**src/rtl/mm_refill_ctrl.sv**
```systemverilog
// rtl/mm_refill_ctrl.sv - two-word instruction cache block refill controller
module mm_refill_ctrl #(
    parameter int TIMEOUT = 255
) (
    input  logic        CLK,
    input  logic        RESET,
    input  logic [31:0] PC,
    input  logic        HitWrite,
    input  logic        NOT_JUMPED,
    output logic [31:0] MEM_ADDR,
    output logic        MEM_RD,
    input  logic [31:0] MEM_RDATA,
    input  logic        MEM_READY,
    output logic        Access_MM,
    output logic [63:0] Data_MM,
    output logic        BUSY,
    output logic        ERR,
    output logic [19:0] CNT_REFILL
);

    // Wait counter only needs to reach TIMEOUT-1; the cycle after that is the abandon point.
    localparam int WCW = (TIMEOUT < 2) ? 1 : $clog2(TIMEOUT);
    localparam logic [WCW-1:0] WAIT_LAST = WCW'(TIMEOUT - 1);

    typedef enum logic [2:0] {
        IDLE,
        RD0,
        RD1,
        FILL,
        DRAIN
    } state_t;

    state_t           state;
    state_t           state_nxt;
    logic [31:0]      base;
    logic [WCW-1:0]   wait_cnt;

    logic latch_base;
    logic cap_hi;
    logic cap_lo;
    logic set_err;
    logic clr_wait;
    logic inc_wait;
    logic inc_cnt;
    logic timed_out;

    assign timed_out = (wait_cnt == WAIT_LAST);

    // Moore outputs decoded from state and the latched block base only.
    assign MEM_RD    = (state == RD0) || (state == RD1) || (state == DRAIN);
    assign MEM_ADDR  = (state == RD1) ? (base + 32'd4) : base;
    assign Access_MM = (state == FILL);
    assign BUSY      = (state != IDLE);

    // Next-state and register-update decisions; a completion always beats the timeout.
    always_comb begin
        state_nxt  = state;
        latch_base = 1'b0;
        cap_hi     = 1'b0;
        cap_lo     = 1'b0;
        set_err    = 1'b0;
        clr_wait   = 1'b0;
        inc_wait   = 1'b0;
        inc_cnt    = 1'b0;
        case (state)
            IDLE: begin
                if (!HitWrite && NOT_JUMPED) begin
                    latch_base = 1'b1;
                    clr_wait   = 1'b1;
                    state_nxt  = RD0;
                end
            end
            RD0, RD1: begin
                if (!NOT_JUMPED) begin
                    // Stale refill: a read already in flight must be drained before going idle.
                    if (MEM_READY) begin
                        state_nxt = IDLE;
                    end else begin
                        clr_wait  = 1'b1;
                        state_nxt = DRAIN;
                    end
                end else if (MEM_READY) begin
                    clr_wait = 1'b1;
                    if (state == RD0) begin
                        cap_hi    = 1'b1;
                        state_nxt = RD1;
                    end else begin
                        cap_lo    = 1'b1;
                        state_nxt = FILL;
                    end
                end else if (timed_out) begin
                    set_err   = 1'b1;
                    state_nxt = IDLE;
                end else begin
                    inc_wait = 1'b1;
                end
            end
            DRAIN: begin
                if (MEM_READY) begin
                    state_nxt = IDLE;
                end else if (timed_out) begin
                    set_err   = 1'b1;
                    state_nxt = IDLE;
                end else begin
                    inc_wait = 1'b1;
                end
            end
            FILL: begin
                inc_cnt   = NOT_JUMPED;
                state_nxt = IDLE;
            end
            default: state_nxt = IDLE;
        endcase
    end

    // State, block base, captured data, wait counter, error flag and refill count.
    always_ff @(posedge CLK) begin
        if (RESET) begin
            state      <= IDLE;
            base       <= 32'd0;
            wait_cnt   <= '0;
            Data_MM    <= 64'd0;
            ERR        <= 1'b0;
            CNT_REFILL <= 20'd0;
        end else begin
            state <= state_nxt;
            if (latch_base) begin
                base <= PC & ~32'h7;
            end
            if (clr_wait) begin
                wait_cnt <= '0;
            end else if (inc_wait) begin
                wait_cnt <= wait_cnt + 1'b1;
            end
            if (cap_hi) begin
                Data_MM[63:32] <= MEM_RDATA;
            end
            if (cap_lo) begin
                Data_MM[31:0] <= MEM_RDATA;
            end
            if (set_err) begin
                ERR <= 1'b1;
            end
            if (inc_cnt) begin
                CNT_REFILL <= CNT_REFILL + 20'd1;
            end
        end
    end

endmodule

```
**config.mk**
```make
export PLATFORM = sky130hd
export DESIGN_NAME = mm_refill_ctrl
export DESIGN_NICKNAME = d
export VERILOG_FILES = /design/src/rtl/mm_refill_ctrl.sv
export SDC_FILE = /design/constraint.sdc
export NUM_CORES = 1
export LEC_CHECK = 0
export ABC_AREA = 1
export CORE_MARGIN = 5
export CORE_UTILIZATION = 47
export CTS_CLUSTER_SIZE = 14
export DETAILED_ROUTE_END_ITERATION = 7
export HOLD_SLACK_MARGIN = 0.1
export PLACE_DENSITY = 0.83
export SYNTH_ARGS = -nofsm -noshare
export SYNTH_HDL_FRONTEND = slang
export SYNTH_SLANG_ARGS = --single-unit
```
**constraint.sdc**
```tcl
create_clock -name CLK -period 4.7 [get_ports CLK]
set_clock_uncertainty 0.1 [all_clocks]
set_input_delay 0.705 -clock CLK [delete_from_list [all_inputs] [get_ports CLK]]
set_output_delay 0.705 -clock CLK [all_outputs]
set_load 0.1 [all_outputs]
```
==> results.yml <==
status:
  status: "finished, final reports clean"
clock_tree:
  cts.hold.buffers_added: 0
  cts_root_buffer: "clkbuf_8"
  cts_setup_buffers: 0
  post_cts_resized: 0
  cts_buffers: 17
  clock_latency_ns: 0.51
  clkSlewWorstSetupHoldPaths_ns: 0.06
  cts_tree: "built"
  clockBufferDepth: 2
  htreeDepth: 4
  cts_sinks: 125
cells_and_area:
  area_growth_pct: 49.1
  final_cell_mix: "182 x clkdlybuf4s50_1, 154 x nor2_1, 125 x dfxtp_1, 100 x nand2_1, 62 x o21ai_0"
  final_layout_size_suffix_gt1_frac: 0.0634
  layout_commonest_cell: "clkdlybuf4s50_1"
  diodes: 0
  nNetsFinal: 911
timing:
  slew_violations: 0
  hold_ws_ns: 0.362
  hold_viol: 0
  rsz0062_at_grt: "false"
  period_share: 0.697
  max_freq_mhz: 305
  tightest_slew_ns: 1.09
  finalSetupTns_ns: 0
  setup_violations: 0
  maxSlewHeadroom: 0.271
  fin_crit_ns: 3.27
synth:
  synth.area.top_cells: "dfxtp_1 50%, nor2_1 12%, nand2_1 7.5%"
  ys_types: 33
  seq_area_frac_synth: 0.502
  syn-cell-area_um2: 4980
  syn_area_per_cell_um2: 7.45
  ys.warnings.count: 0
  synth_top_area_frac: 0.502
  synth_cells: 669
  synth-seq-cells: 125
  yosysTopAreaCell: "dfxtp_1"
drt:
  wire_per_inst_um: 15.2
  drc: 0
  avgViaCountPerCell: 5.21
  dr.pass1.iters: 8
  dr.first_iter.drc_count: 398
  wl_um: 15000
  drtAntennaViolNets: 0
  num_vias: 5146
critical_path:
  crit_arrival_ns: 2.47
  path_max_fanout: 6
  reg2reg_from: "state[1]$_SDFFE_PP0P_"
  cp-end-kind: "output pin"
  cp.required_ns: 3.89
  critPathLaunchType: "register"
  reg2reg_slack_ns: 2.50
  cp-startpoint: "state[1]$_SDFFE_PP0P_"
  crit_type: "reg2out"
  reg2reg_depth: 7
run:
  maxCapViolCount: 0
hold_path:
  min_path_cells: 2
  hold_path.class: "reg2reg"
  holdCritStartpoint: "Data_MM[11]$_SDFFE_PP0P_"
power:
  ir_drop_mv: 0.235
  power.leakage_nw: 2.83
  p_per_area_nw_per_um2: 393
die:
  coreArea_um2: 10300
  die_h_um: 113
  fp.dieArea_um2: 12800
  io_pins: 189
  start_util: 0.482
  die_w_um: 113
  rows: 37
global_routing:
  grt_use_met1: 0.261
  met3_usage: 0.0904
  grt_overflow_total: 0
  antenna_found_initial: 0
  grt_pass1_vias: 5188
  use_met2: 0.398
  grt.total_usage: 0.234
  busiest_layer: "met2"
  grt_first_pass_wirelength_um: 24300
  grt_start_max_net_pins: 76
placement:
  gp_congestion: 0.894
  port_buffers: 183
  hpwlAfterDp_um: 10200
-- synthesized netlist by cell type --
master    count
or2_2         1
xor2_1        4
buf_6         1
nand2_2       2
clkbuf_1     17
clkbuf_8      1
conb_1        1
xnor2_1       4
and3_2        1
nor3_1        7
nand3b_1      3
a21oi_1      53
buf_4         4
inv_2         2
nand3_2       2
buf_1         3
o21ai_0      62
nor3b_1       1
buf_2         9
inv_1        32
nand3_1      55
nor2_1      154
clkbuf_2      2
a31oi_2       1
nand2_4       1
o21ai_1       4
clkinv_1      1
dfxtp_1     125
nand2_1     100
ha_1          3
nor2_4        2
nor2_2        6
nand4_1       5
-- sequential cells by signal, summed over array words and instances, names as in the netlist --
signal,cells
Data_MM,64
CNT_REFILL,20
wait_cnt,8
ERR,1
base,29
state,3
-- where the power goes --
| group | switching (mW) | internal [mW] | total [mW] |
|---|---|---|---|
| combinational | 0.373 | 0.133 | 0.506 |
| clock | 0.473 | 0.826 | 1.30 |
| sequential | 0.0194 | 1.09 | 1.11 |
-- worst paths after layout --
path / to
min: Data_MM[11]$_SDFFE_PP0P_
min reg2reg: Data_MM[11]$_SDFFE_PP0P_
max reg2reg: Data_MM[35]$_SDFFE_PP0P_
max: MEM_RD
-- cell families after synthesis --
kind of cell | after synthesis | synth area share
XOR/XNOR | 8 | 0.0141
buffers and inverters | 72 | 0.0636
AND/OR/NAND/NOR | 340 | 0.290
other | 1 | 0.000753
adder cells (fa/ha/maj) | 3 | 0.00754
AO/OA/AOI/OAI | 120 | 0.122
flip-flops | 125 | 0.502
-- through the flow --
stage / std cells / cell area [um2] / total power, mW / utilization / worst slack (ns)
global placement: 956 / 6830 / 1.63 / 0.661 / 1.77
detailed placement: 956 / 6830 / 1.64 / 0.661 / 1.71
global route: 988 / 7430 / 3.02 / 0.719 / 1.26
floorplan: 670 / 4980 / 1.49 / - / 2.34
CTS: 988 / 7430 / 2.94 / 0.719 / 1.41
finish: 988 / 7430 / 2.92 / 0.719 / 1.43
-- metal layers --
metal,vias to the layer above,wire length (um),part of all wire
li1,2516,-,-
met1,2404,6070,0.41
met2,195,7150,0.48
met3,31,1390,0.093
met4,0,361,0.024
met5,-,0,0
-- cell type report --
| class | count | area (um2) |
|---|---|---|
| sequential | 125 | 2500 |
| clock inverter | 12 | 164 |
| timing repair buffer | 187 | 1860 |
| fill | 813 | 2900 |
| tap | 136 | 170 |
| multi-input combinational | 473 | 2170 |
| clock buffer | 20 | 435 |
| inverter | 35 | 131 |
-- critical path: stages, from the launching register on --
cell,delay (ns)
dfxtp_1,0.37
nor2_1,0.22
nand2_1,0.13
nand3_1,0.10
clkdlybuf4s50_1,1.14
(Power assumes the default switching activity.)
